==> src/rtl/led_breathe.sv <==
// LED "breathing" driver: free-running PWM counter whose duty ramps up, holds,
// ramps down and holds again, advancing one step per requested tick at period boundaries.
module led_breathe #(
  parameter int unsigned PWM_BITS   = 8,
  parameter int unsigned STEP       = 1,
  parameter int unsigned HOLD_TICKS = 16
) (
  input  logic                CLK,
  input  logic                RESETN,
  input  logic                EN,
  input  logic                TICK,
  output logic                LED,
  output logic [PWM_BITS-1:0] LEVEL,
  output logic                DIR,
  output logic                WRAP
);

  localparam logic [1:0] S_RAMP_UP   = 2'd0;
  localparam logic [1:0] S_HOLD_HIGH = 2'd1;
  localparam logic [1:0] S_RAMP_DOWN = 2'd2;
  localparam logic [1:0] S_HOLD_LOW  = 2'd3;

  localparam logic [PWM_BITS-1:0] LVL_MAX = {PWM_BITS{1'b1}};
  localparam logic [PWM_BITS:0]   STEP_X  = (PWM_BITS+1)'(STEP);
  localparam logic [8:0]          HOLD_X  = 9'(HOLD_TICKS);

  logic [PWM_BITS-1:0] cnt_q, cnt_d;
  logic [PWM_BITS-1:0] level_q, level_d;
  logic [1:0]          state_q, state_d;
  logic [7:0]          hold_q, hold_d;
  logic                pending_q, pending_d;
  logic                led_q, led_d;

  logic                wrap;
  logic                apply;
  logic [PWM_BITS:0]   sum_up;
  logic [8:0]          hold_inc;

  assign wrap     = EN && (cnt_q == LVL_MAX);
  // A tick arriving in the wrap cycle itself is honoured immediately.
  assign apply    = wrap && (pending_q || TICK);
  assign sum_up   = {1'b0, level_q} + STEP_X;
  assign hold_inc = {1'b0, hold_q} + 9'd1;

  always_comb begin
    cnt_d     = EN ? cnt_q + 1'b1 : '0;
    pending_d = EN && !wrap && (pending_q || TICK);
    led_d     = EN && (cnt_q < level_q);
    level_d   = level_q;
    state_d   = state_q;
    hold_d    = hold_q;
    if (apply) begin
      case (state_q)
        S_RAMP_UP: begin
          if (sum_up >= {1'b0, LVL_MAX}) begin
            level_d = LVL_MAX;
            hold_d  = '0;
            state_d = S_HOLD_HIGH;
          end else begin
            level_d = sum_up[PWM_BITS-1:0];
          end
        end
        S_HOLD_HIGH: begin
          if (hold_inc >= HOLD_X) begin
            hold_d  = '0;
            state_d = S_RAMP_DOWN;
          end else begin
            hold_d = hold_inc[7:0];
          end
        end
        S_RAMP_DOWN: begin
          // Compare in the widened domain so a STEP above LEVEL never underflows.
          if ({1'b0, level_q} <= STEP_X) begin
            level_d = '0;
            hold_d  = '0;
            state_d = S_HOLD_LOW;
          end else begin
            level_d = level_q - STEP_X[PWM_BITS-1:0];
          end
        end
        default: begin
          if (hold_inc >= HOLD_X) begin
            hold_d  = '0;
            state_d = S_RAMP_UP;
          end else begin
            hold_d = hold_inc[7:0];
          end
        end
      endcase
    end
  end

  always_ff @(posedge CLK or negedge RESETN) begin
    if (!RESETN) begin
      cnt_q     <= '0;
      level_q   <= '0;
      state_q   <= S_RAMP_UP;
      hold_q    <= '0;
      pending_q <= 1'b0;
      led_q     <= 1'b0;
    end else begin
      cnt_q     <= cnt_d;
      level_q   <= level_d;
      state_q   <= state_d;
      hold_q    <= hold_d;
      pending_q <= pending_d;
      led_q     <= led_d;
    end
  end

  assign LED   = led_q;
  assign LEVEL = level_q;
  assign DIR   = (state_q == S_RAMP_UP) || (state_q == S_HOLD_HIGH);
  assign WRAP  = wrap;

endmodule

==> config.mk <==
export PLATFORM = sky130hd
export DESIGN_NAME = led_breathe
export DESIGN_NICKNAME = d
export VERILOG_FILES = /design/src/rtl/led_breathe.sv
export SDC_FILE = /design/constraint.sdc
export NUM_CORES = 1
export LEC_CHECK = 0
export BUFFER_PORTS_ARGS = -buffer_cell sky130_fd_sc_hd__buf_2
export CAP_MARGIN = 20
export CELL_PAD_IN_SITES_DETAIL_PLACEMENT = 1
export CELL_PAD_IN_SITES_GLOBAL_PLACEMENT = 2
export CORE_UTILIZATION = 30
export CTS_CLUSTER_SIZE = 28
export DETAILED_ROUTE_END_ITERATION = 12
export GPL_TIMING_DRIVEN = 1
export PLACE_DENSITY = 0.62
export SYNTH_ARGS = -nofsm -noshare
export SYNTH_HDL_FRONTEND = slang
export SYNTH_SLANG_ARGS = --single-unit
==> constraint.sdc <==
create_clock -name CLK -period 4.3 [get_ports CLK]
set_input_delay 1.075 -clock CLK [delete_from_list [all_inputs] [get_ports CLK]]
set_output_delay 1.075 -clock CLK [all_outputs]
set_load 0.02 [all_outputs]
==> parameters.txt, run 1 <==
Parameter                              Value

Global route
  First-pass GRT wire length    9.03 mm
  Residual overflow from global routing    0
  Initial antenna violation count    0
  Aggregate global-route resource usage    16.0%
  Via count of the first global-routing pass    1726
  Maximum number of pins on one net before global-route repair    29

Die
  Chip height    83.7 um
  Horizontal die dimension    83.7 um
  Die footprint    7000 um2
  Std-Cell Core Area    6390 um2
  Effective utilization at floorplan    31.3%
  I/O pin count    15
  Standard-cell rows    29

Status
  Outcome    completed

Cells and area
  Layout Nets    250
  Post-layout instance area    2190 um2
  Number of standard cells in the final layout excluding fillers    304
  Growth of design area from synthesis to finish    9.38%
  Antenna cell count    0
  Share of cells above drive strength 1    12.3%
  Filler cells    753

Power and ir drop
  LEAKAGE    0.992 nW
  VDD IR max    0.171 mV
  Power density cells    241 nW/um2

Route
  Routed length per placed instance    17.7 um
  Overall via count from detail_route    1674
  Detailed-router iteration count before antenna repair    4
  Initial DRC Count    82
  Mean number of vias per cell    5.51
  Number of remaining DRC errors    0
  Number of antenna-violating nets in the routed design    0
  Routed wire length    5.37 mm

Critical path
  Data required, critical path    4470 ps
  Worst endpoint data arrival time    3180 ps
  Critical R2R Capture    state_q[1]
  Type of the worst setup path    reg2reg
  Startpoint class of the critical path    flip-flop
  Logic depth of the worst register-to-register path    8
  Critical Path Sink Type    flip-flop
  Setup slack on the worst flop-to-flop path    1290 ps
  Critical R2R Launch    LEVEL[0]
  Critical path peak fanout    13

Clocking
  PostCTS Resize Cnt    0
  Clock latency on the worst-skew pair    280 ps
  Number of clock sinks seen by CTS    28
  Number of levels the H-tree was split into    1
  Maximum clock insertion buffer count    2
  Number of buffers added by the clock tree synthesis step    3
  TritonCTS clock tree    done
  Buffers inserted by post-CTS timing repair    0
  Hold-fix buffers, CTS    0
  Register clock-pin slew on the reported worst setup and hold paths    100 ps
  CTS Root Buffer Type    clkbuf_8

Logic synthesis
  Seq cells post-synth    28
  Post-synth ARST share    100%
  Net count of the mapped netlist    240
  Number of distinct standard cells referenced by the synthesized netlist    52
  Leading cell types by total area after synthesis    dfrtp_1, ha_1, and2_1, o21ai_0, nand2_1
  Synth warn    0
  Most instantiated library cell after synthesis    dfrtp_1
  Commonest cells post-synth    dfrtp_1, ha_1, nand2_1, inv_1, o21ai_0
  Top cell type's share of synthesized area    35.0%
  Synth Cell Area    2000 um2
  Sequential fraction of the synthesis area    35.0%
  Number of cells produced by synthesis    218
  Predominant post-synthesis flop cell    dfrtp_1
  Count of flip-flops with a built-in enable after synthesis    0
  Average cell area after synthesis    9.18 um2
  Top cell type by total area after synthesis    dfrtp_1

STA
  Post-route setup TNS    0 ps
  Final hold violations    0
  Max Clock Skew    8.03 ps
  Count of final max-slew check failures    0
  RSZ-0062 raised after global routing    false
  Count of endpoints failing setup in the final report    0
  Highest attainable clock frequency    332 MHz
  Slew at the pin closest to its max-slew limit    805 ps
  Min setup slack post-route    1290 ps
  Remaining max-slew budget at the tightest pin    46.0%
  Minimum clock period after layout    3010 ps
  Final Cycle Share    70.0%

Hold path
  Capture endpoint of the worst hold path    hold_q[7]
  Worst min path class    reg2reg
  Beginning of the worst hold path    hold_q[7]
  Depth of the worst hold-timing path    1

Placement
  Minimum setup slack after placement    1250 ps
  DPL Wire Length    4.04 mm
  Final weighted congestion of routability-driven global placement    0.805
  Buffers on Ports    14
  Post-placement cell count    299
  Placed inst area    2110 um2

Job
  Number of max-cap violations    0
-- report_power, final --
part	internal (W)	total, W	switching, W
clock network	0.000125	0.000210	0.0000854
registers	0.000269	0.000279	0.0000106
logic	0.0000146	0.0000389	0.0000242
-- registers in the layout, summed over array words and instances (netlist names) --
signal and count:
LEVEL 8, LED 1, cnt_q 8, hold_q 8
pending_q 1, state_q 2
-- layout by cell type (no fill, tap or decap), drive strengths merged, types with 2 or more instances in the layout --
master   instances
a211oi           3
a21o             4
a21oi            9
a221o            2
a41oi            3
and2            13
and3             6
buf             14
clkbuf           4
dfrtp           28
ha              18
inv             14
nand2           16
nand2b           2
nand3            8
nand4            4
nor2            11
nor2b            3
nor3             5
nor4             3
o2111ai          2
o211ai           2
o21ai           15
o221ai           2
o22ai            3
or3              3
or4              2
xnor2            5
xor2             3
-- cell families (layout without fill, tap and decap cells) --
group	Yosys count	after routing	share of synthesized area, %
buffers and inverters	24	33	5.37
xor gates and xnor gates	8	8	3.50
muxes	1	1	0.562
and+or+nand+nor	80	80	21.8
AOI/OAI and AO/OA	59	59	22.6
adders and majority gates	18	18	11.3
DFF	28	28	35.0
-- layout make-up --
class | count | area [um2] | area share [%]
Clock buffer | 3 | 41.3 | 1.89
Timing Repair Buffer | 15 | 75.1 | 3.43
Sequential cell | 28 | 701 | 32.0
Multi-Input combinational cell | 166 | 1190 | 54.5
Tap cell | 77 | 96.3 | 4.40
Inverter | 14 | 52.6 | 2.40
Clock inverter | 1 | 30.0 | 1.37
-- per-layer routing --
layer	global-route usage (%)	share of wire [%]
met1	23.2	50
met2	25.9	48
met5	0	0
met4	3.24	0.45
met3	1.78	1.8
-- how the worst max path moves through the flow --
stage	cells after the start	start	end	slack [ps]
after global placement	6	EN	LEVEL[3]	1430
after detailed placement	6	EN	LEVEL[3]	1250
after floorplan	2	EN	WRAP	1720
after CTS	8	LEVEL[0]	state_q[1]	1290
after global routing	8	LEVEL[0]	state_q[1]	1100
final	8	LEVEL[0]	state_q[1]	1290
-- stage by stage --
step	total power (W)	utilization, %	hold WS, ps
2_1_floorplan	0.000308	-	455
4_1_cts	0.000543	34.2	517
3_5_place_dp	0.000324	33.1	486
5_1_grt	0.000556	34.3	538
3_3_place_gp	0.000323	33.1	484
6_report	0.000528	34.3	508
-- critical path, stage by stage (launching register included) --
cell and delay, ps:
dfrtp_1 600, inv_1 190, ha_1 290, nor2_1 350
o41ai_4 190, and3b_1 300, o21ai_1 440, nand2b_1 230
mux2_1 320
Note: power is estimated with default switching activity, not from simulation.
==> inputs of run 2 (changes only) <==
- PLACE_DENSITY: 0.62 -> 0.65
- clock period: 4.3 -> 2.75 ns (I/O delays scaled with it)
==> run 2 against run 1 <==
  * Critical path depth shrank 1
  * Clock-buffer cell count did not move
  * Clock power increased by 58%
  * Via count up 1.8%
  * Die area is the same
  * Global-route usage increased by 0.23 points
  * Non-clock buffer count up 12
  * Fmax up 22%
  * Utilization rose by 1.5 points
  * Cell count up 3.9%
  * Critical path type unchanged
==> parameters.txt, run 2 (synthesis results as in run 1) <==
Parameter                              Value

Critical path
  Critical Path Sink Type    flip-flop
  Critical R2R Launch    LEVEL[1]
  Type of the worst setup path    reg2reg
  Worst endpoint data arrival time    2640 ps (-540 ps)
  Critical path peak fanout    10 (-3)
  Startpoint class of the critical path    flip-flop
  Data required, critical path    2920 ps (-1550 ps)
  Launch point of the critical path    LEVEL[1]

Clocking
  Clock latency on the worst-skew pair    280 ps (about the same)
  Number of levels the H-tree was split into    1 (unchanged)
  Number of clock sinks seen by CTS    28 (unchanged)
  Number of buffers added by the clock tree synthesis step    3 (unchanged)
  TritonCTS clock tree    done
  Maximum clock insertion buffer count    2 (unchanged)
  Register clock-pin slew on the reported worst setup and hold paths    100 ps (about the same)
  CTS Root Buffer Type    clkbuf_8

Route
  Initial DRC Count    49 (-40%)
  Mean number of vias per cell    5.39 (-2.1%)
  Number of remaining DRC errors    0 (unchanged)
  Routed wire length    5.30 mm (-1.2%)
  Routed length per placed instance    16.8 um (-4.9%)
  Number of antenna-violating nets in the routed design    0 (unchanged)
  Overall via count from detail_route    1704 (+1.8%)
  Detailed-router iteration count before antenna repair    4 (unchanged)

Cells and area
  Total area of sequential cells    701 um2 (unchanged)
  Filler cells    750 (-0.40%)
  Antenna cell count    0 (unchanged)
  Utilization after layout    35.8% (+1.5 points)
  Number of standard cells in the final layout excluding fillers    316 (+3.9%)
  Layout Nets    262 (+4.8%)
  Multi-input gate area in the final layout    1200 um2 (+0.32%)
  Share of cells above drive strength 1    17.2% (+4.8 points)
  Post-layout instance area    2290 um2 (+4.4%)
  Leading cell type in the layout, fill and taps excluded    dfrtp_1
  Growth of design area from synthesis to finish    14.2%
  Commonest cells after routing, fill and taps aside    dfrtp_1, ha_1, nand2_1

Placement
  Placed inst area    2210 um2 (+4.6%)
  Final weighted congestion of routability-driven global placement    0.834 (+3.6%)
  DPL Wire Length    4.05 mm (+0.19%)
  Buffers on Ports    14 (unchanged)
  Post-placement cell count    312 (+4.3%)

Global route
  Residual overflow from global routing    0 (unchanged)
  Initial antenna violation count    0 (unchanged)
  Via count of the first global-routing pass    1745 (+1.1%)
  Maximum number of pins on one net before global-route repair    29 (unchanged)
  First-pass GRT wire length    9.05 mm (+0.22%)
  Aggregate global-route resource usage    16.3% (+0.23 points)

STA
  Slew at the pin closest to its max-slew limit    655 ps (-150 ps)
  Final Cycle Share    90.0% (+20 points)
  Final hold violations    0 (unchanged)
  Post-route setup TNS    0 ps (unchanged)
  Max Clock Skew    5.31 ps (-2.72 ps)
  Highest attainable clock frequency    404 MHz (+22%)
  Remaining max-slew budget at the tightest pin    56.3% (+10 points)
  Count of final max-slew check failures    0 (unchanged)
  RSZ-0062 raised after global routing    false
  Count of endpoints failing setup in the final report    0 (unchanged)
  Minimum clock period after layout    2470 ps (-537 ps)

Power and ir drop
  Logic pwr share    8.7% (+1.3 points)
  Sw Pwr    0.000192 W (+60%)
  VDD IR max    0.285 mV (+67%)
  Power density cells    365 nW/um2 (+51%)
  Total chip power    0.000834 W (+58%)
  Share of total power consumed by net switching    23.0% (+0.29 points)
  Part of the total power dissipated in the clock network    39.8% (about the same)
  Internal power summed over all cells    0.000642 W (+57%)
  Sequential power share    51.5% (-1.4 points)
  LEAKAGE    1.05 nW (+5.9%)

Die
  Effective utilization at floorplan    31.3% (unchanged)
  Horizontal die dimension    83.7 um (unchanged)
  Die footprint    7000 um2 (unchanged)
  Std-Cell Core Area    6390 um2 (unchanged)
  I/O pin count    15 (unchanged)
  Standard-cell rows    29 (unchanged)
  Chip height    83.7 um (unchanged)

Status
  Outcome    completed

Job
  Number of max-cap violations    0 (unchanged)

Hold path
  Worst min path class    in2async
-- run 2: cell types whose count changed in the layout (fill, tap and decap cells not counted), sizes merged --
cell and change:
clkbuf -1, buf +13
-- run 2: final cells by class --
type	count	share of cell area [%]
multi-input combinational	166	52.4
clock inverter	1	1.31
inverter	14	2.30
sequential	28	30.7
tap	77	4.21
clock buffer	3	1.81
timing repair buffer	27	7.33
-- run 2: final timing paths --
check | end | slack (ps) | cells after the start
worst max-delay path | state_q[1] | 280 | 7
worst max register to register | state_q[1] | 280 | 7
worst min register to register | cnt_q[0] | 500 | 1
worst min-delay path | cnt_q[1] | 420 | 1
max in group asynchronous | LEVEL[6] | 1900 | 1
min in group CLK | cnt_q[0] | 500 | 1
-- run 2: per-layer routing --
layer	vias up	track usage, %	wire (um)
met5	-	0	0
met4	0	4.31	52
met3	6	2.37	160
met2	31	25.4	2410
met1	822	23.5	2680
li1	845	-	-
-- run 2: power groups by stage --
stage               clock network [W]  logic (W)  registers [W]
floorplan                           0  0.0000398       0.000441
global placement                    0  0.0000748       0.000438
detailed placement                  0  0.0000744       0.000438
CTS                          0.000352  0.0000747       0.000430
global route                 0.000364  0.0000824       0.000431
finish                       0.000332  0.0000726       0.000429
-- run 2: critical path, stage by stage, from the launching register on --
cell,delay [ps]
dfrtp_1,540
ha_1,300
nand3_1,140
or3_1,400
a221oi_2,310
o21ai_2,170
nand2b_1,200
mux2_1,310
-- run 2: repair_timing --
item / 4_1_cts / 5_1_grt
buffers inserted: 0 / 0
hold buffers: 0 / 0
gates resized for setup: 0 / 1
endpoints found under the hold margin: 0 / 0
endpoints found under the setup margin: 0 / 2
-- run 2: through the flow --
step / hold WS (ps) / worst slack, ps
after floorplan: 392 / 324
after global placement: 493 / 283
after detailed placement: 492 / 199
after CTS: 452 / 177
after global routing: 463 / 87.6
final: 419 / 276
